$ cat config.mk
export PLATFORM = sky130hd
export DESIGN_NAME = cov_summary_unit
export DESIGN_NICKNAME = d
export VERILOG_FILES = /design/src/rtl/cov_summary_pkg.sv /design/src/rtl/cov_popcount.sv /design/src/rtl/cov_summary_unit.sv
export SDC_FILE = /design/constraint.sdc
export NUM_CORES = 2
export LEC_CHECK = 0
export ABC_AREA = 1
export BUFFER_PORTS_ARGS = -buffer_cell sky130_fd_sc_hd__buf_2
export CAP_MARGIN = 20
export CORE_MARGIN = 3
export CORE_UTILIZATION = 55
export CTS_BUF_LIST = sky130_fd_sc_hd__clkbuf_4 sky130_fd_sc_hd__clkbuf_8
export DETAILED_ROUTE_END_ITERATION = 6
export PLACE_DENSITY = 0.78
export SYNTH_ARGS = -nofsm -noshare
export SYNTH_HDL_FRONTEND = slang
export SYNTH_SLANG_ARGS = --single-unit
$ cat constraint.sdc
create_clock -name clock -period 7.1 [get_ports clock]
set_clock_uncertainty 0.15 [all_clocks]
set_input_delay 1.065 -clock clock [delete_from_list [all_inputs] [get_ports clock]]
set_output_delay 1.065 -clock clock [all_outputs]
set_load 0.03 [all_outputs]
$ cat src/rtl/cov_summary_pkg.sv
// Shared types, constants and the saturating adder for the coverage summary unit.
package cov_summary_pkg;

   localparam int NUM_POINTS = 256;
   localparam int CHUNK      = 32;
   localparam int SUM_W      = 30;
   localparam int NUM_CHUNKS = NUM_POINTS / CHUNK;
   localparam int IDX_W      = $clog2(NUM_CHUNKS);
   localparam int CNT_W      = $clog2(CHUNK + 1);

   typedef enum logic [1:0] {
      IDLE  = 2'd0,
      DRAIN = 2'd1,
      VALID = 2'd2
   } snap_state_e;

   // Sum never wraps: an overflow into the extra carry bit pins the result at all-ones.
   function automatic logic [SUM_W-1:0] sat_add(input logic [SUM_W-1:0] a,
                                                 input logic [CNT_W-1:0] b);
      logic [SUM_W:0] s;
      s = {1'b0, a} + {{(SUM_W + 1 - CNT_W){1'b0}}, b};
      if (s[SUM_W]) begin
         return {SUM_W{1'b1}};
      end else begin
         return s[SUM_W-1:0];
      end
   endfunction

endpackage

$ cat src/rtl/cov_popcount.sv
// Combinational population count of one CHUNK-wide slice of the pending bitmap.
module cov_popcount #(
   parameter int CHUNK = 32
) (
   input  logic [CHUNK-1:0]               bits,
   output logic [$clog2(CHUNK + 1)-1:0]   count
);

   localparam int CNT_W = $clog2(CHUNK + 1);

   // Sum of all set bits in the slice.
   always_comb begin
      count = {CNT_W{1'b0}};
      for (int i = 0; i < CHUNK; i++) begin
         count = count + CNT_W'(bits[i]);
      end
   end

endmodule

$ cat src/rtl/cov_summary_unit.sv
// Sticky coverage bitmap with a round-robin popcount scanner and a drain/snapshot
// handshake that hands the collector a stable summary at the end of a round.
module cov_summary_unit
   import cov_summary_pkg::*;
(
   input  logic                  clock,
   input  logic                  reset_n,
   input  logic                  clear,
   input  logic [NUM_POINTS-1:0] cov_points,
   input  logic                  snap_req,
   input  logic                  snap_ack,
   output logic                  snap_valid,
   output logic [SUM_W-1:0]      snap_sum,
   output logic [SUM_W-1:0]      cov_sum,
   output logic                  busy,
   output logic                  hit_pulse
);

   snap_state_e           state_r;
   snap_state_e           next_state_s;
   logic [NUM_POINTS-1:0] cov_q_r;
   logic [NUM_POINTS-1:0] seen_r;
   logic [NUM_POINTS-1:0] pending_r;
   logic [NUM_POINTS-1:0] mask_s;
   logic [IDX_W-1:0]      scan_idx_r;
   logic [CHUNK-1:0]      chunk_s;
   logic [CNT_W-1:0]      chunk_cnt_s;
   logic [SUM_W-1:0]      cov_sum_r;
   logic [SUM_W-1:0]      snap_sum_r;
   logic                  snap_valid_r;
   logic                  hit_pulse_r;
   logic                  drained_s;

   // Select the chunk under the scanner and build its clear mask.
   always_comb begin
      mask_s = {NUM_POINTS{1'b0}};
      mask_s[scan_idx_r*CHUNK +: CHUNK] = {CHUNK{1'b1}};
      chunk_s = pending_r[scan_idx_r*CHUNK +: CHUNK];
   end

   cov_popcount #(.CHUNK(CHUNK)) u_popcount (
      .bits  (chunk_s),
      .count (chunk_cnt_s)
   );

   assign drained_s = (pending_r == {NUM_POINTS{1'b0}}) && (cov_q_r == {NUM_POINTS{1'b0}});

   // Snapshot FSM next state; a clear in DRAIN defers completion so the snapshot reads the zeroed sum.
   always_comb begin
      next_state_s = state_r;
      case (state_r)
         IDLE: begin
            if (snap_req) next_state_s = DRAIN;
            else          next_state_s = IDLE;
         end
         DRAIN: begin
            if (drained_s && !clear) next_state_s = VALID;
            else                     next_state_s = DRAIN;
         end
         VALID: begin
            if (snap_ack) next_state_s = IDLE;
            else          next_state_s = VALID;
         end
         default: next_state_s = IDLE;
      endcase
   end

   // FSM state, frozen snapshot and its valid flag; clear deliberately leaves these alone.
   always_ff @(posedge clock) begin
      if (!reset_n) begin
         state_r      <= IDLE;
         snap_sum_r   <= {SUM_W{1'b0}};
         snap_valid_r <= 1'b0;
      end else begin
         state_r      <= next_state_s;
         snap_valid_r <= (next_state_s == VALID);
         if ((state_r == DRAIN) && (next_state_s == VALID)) begin
            snap_sum_r <= cov_sum_r;
         end else begin
            snap_sum_r <= snap_sum_r;
         end
      end
   end

   // Input stage, sticky bitmap, pending set and scanner; clear beats any same-cycle add.
   always_ff @(posedge clock) begin
      if (!reset_n || clear) begin
         cov_q_r     <= {NUM_POINTS{1'b0}};
         seen_r      <= {NUM_POINTS{1'b0}};
         pending_r   <= {NUM_POINTS{1'b0}};
         scan_idx_r  <= {IDX_W{1'b0}};
         cov_sum_r   <= {SUM_W{1'b0}};
         hit_pulse_r <= 1'b0;
      end else begin
         cov_q_r     <= (state_r == IDLE) ? cov_points : {NUM_POINTS{1'b0}};
         seen_r      <= seen_r | cov_q_r;
         pending_r   <= (pending_r & ~mask_s) | (cov_q_r & ~seen_r);
         cov_sum_r   <= sat_add(cov_sum_r, chunk_cnt_s);
         hit_pulse_r <= (chunk_cnt_s != {CNT_W{1'b0}});
         scan_idx_r  <= (scan_idx_r == IDX_W'(NUM_CHUNKS - 1)) ? {IDX_W{1'b0}}
                                                               : scan_idx_r + IDX_W'(1);
      end
   end

   assign busy       = (pending_r != {NUM_POINTS{1'b0}}) || (cov_q_r != {NUM_POINTS{1'b0}});
   assign snap_valid = snap_valid_r;
   assign snap_sum   = snap_sum_r;
   assign cov_sum    = cov_sum_r;
   assign hit_pulse  = hit_pulse_r;

endmodule

* Yosys cells after proc, flatten, opt, wreduce, memory -nomap -nowiden
Cells that the tools add are included.
** Storage, ports and cells
- Word-level logic and storage cells :: 78
- Input port bits :: 261
- Latch bits :: 0
- Memories kept :: 0
- Bits in writable memories :: 0
- Register bits :: 835
- ROM bits :: 0
- Output and inout port bits :: 63
** Cells by class
- Shift operators :: 3
- Bitwise operators :: 8
- Muxes and demuxes :: 5
- Div/mod/pow operators :: 0
- Equality and inequality tests :: 4
- Multiply operators :: 0
- Reductions and logical operators :: 15
- $lt $le $gt $ge :: 0
- Add/subtract/negate cells :: 34
** Operators by type and width (count)
- 256-bit bitwise AND :: 3
- 256-bit logical NOT :: 2
- 256-bit inverter :: 2
- 256-bit bitwise OR :: 2
- 256-bit nonzero test :: 2
- 32-bit by 34-bit variable shift with 256-bit output (first input constant) :: 1
- 256-bit by 9-bit variable part select with 32-bit output :: 1
- 32-bit by 34-bit variable part select with 256-bit output (first input constant) :: 1
- 6-bit by 1-bit adder with 6-bit output :: 30
- 8-bit negation with 34-bit output :: 1
- 30-bit by 6-bit adder with 31-bit output :: 1
- 30-bit two-way mux :: 1
- 2-bit case mux with 3 select lines :: 1
- 6-bit nonzero test :: 1
- 2-bit equality test (second input constant) :: 2
- 2-bit two-way mux :: 2
- 2-bit OR reduction :: 2
- 3-bit by 1-bit adder with 3-bit output (second input constant) :: 1
- 3-bit equality test (second input constant) :: 1
- 1-bit logical AND :: 3
- 1-bit by 1-bit adder with 2-bit output :: 1
- 2-bit by 1-bit equality test with 1-bit output (second input constant) :: 1
- 1-bit logical NOT :: 2
- 2-bit logical NOT :: 1
- other kinds (3) :: 4

* Logic depth before layout (Yosys ltp)
- Depth in word-level cells :: 34
- Gate-level depth with buffers :: 36
- Mapped depth without buffers :: 34

* Modules after synthesis
From an unflattened synthesis, not the netlist that was laid out.
** Unflattened totals
- Cell total of the unflattened synthesis :: 4540
- Area, all modules :: 32347.3 sq um
** Modules (own cells, without submodules)
- cov_summary_unit :: instances 1, sequential area each 16716.0 sq um, area each 31537.7 sq um, cells each 4449
- cov_popcount :: instances 1, sequential area each 0.0 sq um, area each 809.5 sq um, cells each 91

* Worst setup path after synthesis
Ideal clock, no wire load.
- Kind :: reg2reg
- Start point :: register scan_idx_r[0]
- End point :: register cov_sum_r[27] (netlist: cov_sum[27])
- Path buffers :: 3
- Setup slack :: -612 ps
- Cell stages (with the launch flop) :: 32
- Library setup time :: 56 ps
- Data arrival time :: 7506 ps
- Path through :: dfxtp_1 buf_2 inv_2 clkbuf_1 buf_1 o21ai_0 a31oi_1 ha_1 fa_1 fa_1 fa_1 fa_1 inv_1 fa_1 fa_1 fa_1 fa_1 o21ai_0 xnor2_1 inv_1 ha_1 nand2_1 nand2_1 a22oi_1 nand2_2 nand2_1 nor2_1 nand4_1 or2_2 nand3_1 nand2_1 inv_1
** On the way
- Word-level cells in the longest chain between the ends :: 34
** RTL lines
- from (decl) :: line cov_summary_unit.sv:25 : logic [IDX_W-1:0] scan_idx_r;
- from (signal assigned) :: line cov_summary_unit.sv:91 : scan_idx_r <= {IDX_W{1'b0}};
- from (signal assigned) :: line cov_summary_unit.sv:100 : scan_idx_r <= (scan_idx_r == IDX_W'(NUM_CHUNKS - 1)) ? {IDX_W{1'b0}}
- 256-bit by 9-bit variable part select with 32-bit output * :: line cov_summary_unit.sv:38 : chunk_s = pending_r[scan_idx_r*CHUNK +: CHUNK];
- 1-bit by 1-bit adder with 2-bit output :: line cov_popcount.sv:15 : count = count + CNT_W'(bits[i]);
- 6-bit by 1-bit adder with 6-bit output (29 in series) :: line cov_popcount.sv:15
- 6-bit by 1-bit adder with 6-bit output * :: line cov_popcount.sv:15
- 30-bit by 6-bit adder with 31-bit output * :: line cov_summary_pkg.sv:21 : s = {1'b0, a} + {{(SUM_W + 1 - CNT_W){1'b0}}, b};
- 30-bit two-way mux * :: line cov_summary_pkg.sv:22 : if (s[SUM_W]) begin
- to (signal assigned) :: line cov_summary_unit.sv:92 : cov_sum_r <= {SUM_W{1'b0}};
- to (signal assigned) :: line cov_summary_unit.sv:98 : cov_sum_r <= sat_add(cov_sum_r, chunk_cnt_s);
- to (decl) :: line cov_summary_unit.sv:28 : logic [SUM_W-1:0] cov_sum_r;
Mark *: on every way between the ends. The rest lies on a longest branch, timed or not.
A chain may end at the register's enable or synchronous reset.

* Worst setup path after layout
- Start point :: register scan_idx_r[0]
- End point :: register cov_sum_r[2] (netlist: cov_sum[2])
The elaborated chain is that of the path after synthesis.

==> summary.txt <==
Route
  • Routed WL: 90900 microns
  • Pre-Repair DR Iteration Count: 7
  • Initial drt markers: 2749
  • Vias per cell: 4.97
  • DRC Markers: 2
  • WL/cell: 15.8 microns
  • Detailed-route via count: 28600
  • Antenna Nets Post-Route: 0

STA
  • Setup violators final: 30
  • Final setup margin: -0.205 ns
  • Crit path time final: 7.30 ns
  • RSZ-0062 raised after global routing: true
  • Final Cycle Share: 103%
  • Max Slew Vio Count: 0
  • Final hold viol count: 0
  • Slew headroom: 22.6%
  • Worst-Margin Slew: 1.16 ns
  • Max Clk Rate: 0.137 GHz

GRT
  • First-pass GRT wire length: 141000 microns
  • GR peak layer: met2
  • Largest net degree at the start of global routing: 245
  • Met3 usage: 4.99%
  • M1 GR Usage: 38.7%
  • Vias in the first global route: 26600
  • Overflow after GRT: 0
  • Total global-route track usage: 28.8%
  • Initial antenna violation count: 2
  • M2 GR Usage: 46.5%

Clock network
  • Clock tree from TritonCTS: done
  • Clock Sinks: 835
  • Hold buffers post-CTS: 0
  • Clock tree buffer depth: 3
  • Clock transition at the registers of the reported paths: 0.06 ns
  • H-tree Lvls: 4
  • Worst-Skew Late Latency: 0.80 ns
  • CTS root buffer: clkbuf_8
  • Total CTS buffers: 134

Yosys
  • Synth top area share: 51.7%
  • Post-Syn Area: 0.0323 sq mm
  • Synth Warn #: 0
  • Area contributors post-synth: dfxtp_1 (52%), nor2_1 (13%), nand2_1 (9.9%), inv_1 (8.9%), a21oi_1 (5.7%)
  • Synthesized flop and latch total: 835
  • Sequential element share of the synthesized area: 51.7%
  • Post-synth top area cell: dfxtp_1
  • Yosys cell types: 44
  • Mean Syn Cell Area: 7.17 sq um
  • Net count after synthesis: 4816
  • Cells after synthesis: 4509

Place
  • DP Worst Slack: -0.233 ns
  • Port bufs: 323
  • Gp weighted congestion: 1.01
  • Post-DP HPWL: 66300 microns

Setup path
  • Worst path bufs/invs: 9
  • Worst Path Arrival: 7.84 ns
  • Most frequent CP cell: fa_1
  • Element type at the critical path end: flip-flop
  • Crit path max-delay family: adder cells
  • CP max FO: 27
  • Data required, critical path: 7.63 ns
  • Slowest cell on crit path: fa_1
  • Startpoint Class: flip-flop
  • CP max stage delay: 0.54 ns
  • Setup CP Type: flip-flop to flip-flop

Floorplanning
  • Top Ports: 324
  • Num rows: 88
  • Core Area: 0.0579 sq mm
  • Die footprint: 0.0618 sq mm
  • Initial Utilization: 55.9%
  • Die Ht: 249 microns
  • Die X: 249 microns

Power
  • Tot Pwr: 10.7 mW
  • Lkg Pwr: 16.9 nW
  • Pwr/cell area: 281 mW/mm^2
  • Worst vdd ir: 251 uV

Worst hold path
  • Worst min-delay path class: flip-flop to flip-flop

Job
  • Max cap viols: 0

Status
  • Status: finished, violations left
  • Failing checks: DRC, setup timing

Final layout
  • Share of cells above drive strength 1: 14.4%
  • Area delta synth->final: 18.3%
  • # fillers: 5028
  • Layout Nets: 5203
[Yosys cell counts, drive strengths merged]
cell type / number
nor2: 1105
nand2: 858
dfxtp: 835
inv: 769
a21oi: 367
clkbuf: 155
o21ai: 108
nand3: 107
nand4: 41
fa: 25
buf: 23
ha: 21
a31oi: 14
nor3: 14
o211ai: 13
o22ai: 13
xor2: 9
a32oi: 6
a32o: 4
xnor2: 4
nor4: 3
o221ai: 2
o31ai: 2
or2: 2
a21boi: 1
a21o: 1
a221oi: 1
a22oi: 1
and2: 1
and3: 1
nand3b: 1
o21a: 1
o21bai: 1
[kinds of logic (layout without fill, tap and decap cells)]
logic type | count (synthesis) | count (layout) | share of synthesized area, %
flip-flops | 835 | 835 | 51.7
adder cells (fa/ha/maj) | 46 | 46 | 2.36
AND/OR/NAND/NOR | 2133 | 2133 | 25.8
XOR/XNOR | 13 | 13 | 0.352
AO/OA/AOI/OAI | 535 | 535 | 8.75
buffers and inverters | 947 | 1416 | 11.1
other | 0 | 2 | 0
[worst min-delay path: stages, from the launching register on]
cell and delay [ns]:
dfxtp_1 0.31, nand2_1 0.06, a21oi_1 0.05
[cell usage in the layout (no fill, tap or decap), types with 10 or more instances in the layout]
master       n
nand4_1     40
ha_1        18
clkinv_2    11
buf_4       83
a21oi_1    362
nand3_1     98
buf_2      324
nor2_1    1095
o21ai_0     77
nor3_1      11
o21ai_1     24
buf_12      10
inv_1      764
clkbuf_4    27
a31oi_1     11
o211ai_1    13
fa_1        21
clkbuf_8   160
dfxtp_1    833
nand2_1    851
[path summary, 6_finish.rpt]
| check | slack, ns | endpoint | cells past startpoint | startpoint |
|---|---|---|---|---|
| worst min register to register | 0.29 | pending_r[42] | 2 | cov_q_r[42] |
| worst min-delay path | 0.29 | pending_r[42] | 2 | cov_q_r[42] |
| worst max-delay path | -0.20 | cov_sum[2] | 30 | scan_idx_r[0] |
| worst max register to register | -0.20 | cov_sum[2] | 30 | scan_idx_r[0] |
[layer usage]
layer  part of all wire, %  wire, microns
met1                    43          39300
met2                    46          41700
met3                   7.7           7030
met4                   3.2           2940
met5                     0              0
[through the flow]
| step | setup TNS [ns] | hold slack, ns | cells | instance area [sq um] | util [%] |
|---|---|---|---|---|---|
| 3_5_place_dp | -5.27 | 0.297 | 5506 | 35000 | 60.5 |
| 6_report | -3.56 | 0.289 | 5745 | 38300 | 66.1 |
| 3_3_place_gp | -0.902 | 0.292 | 5506 | 35000 | 60.5 |
| 4_1_cts | -0.202 | 0.259 | 5735 | 38100 | 65.7 |
| 5_1_grt | -11.31 | 0.302 | 5744 | 38300 | 66.1 |
| 2_1_floorplan | 0 | 0.285 | 4509 | 32400 | - |
[repair_timing]
item	CTS	global route
pin swaps	33	29
setup buffers	8	7
resized for setup	50	39
hold endpoints to repair	0	0
endpoints found under the setup margin	30	30
gates cloned	3	1
[report_power, final]
| part | internal [mW] | leakage, nW | switching (mW) |
|---|---|---|---|
| clock network | 2.37 | 1.45 | 1.87 |
| registers | 4.82 | 6.78 | 0.116 |
| logic | 0.718 | 8.72 | 0.841 |
[cell type report]
class | count | area (sq um) | share of cell area, %
Antenna cell | 2 | 5.00 | 0.0131
Clock buffer | 187 | 2400 | 6.29
Clock inverter | 31 | 354 | 0.926
Inverter | 769 | 2900 | 7.58
Multi-Input combinational cell | 2727 | 12300 | 32.1
Sequential cell | 835 | 16700 | 43.7
Tap cell | 765 | 957 | 2.50
Timing Repair Buffer | 429 | 2620 | 6.85
[flip-flops by register name, indices dropped and copies added (netlist names), 2 cells and up]
name and count:
cov_q_r 256, pending_r 256, seen_r 256, cov_sum 30, snap_sum 30, scan_idx_r 3, state_r 2
Note: power is estimated with default switching activity, not from simulation.
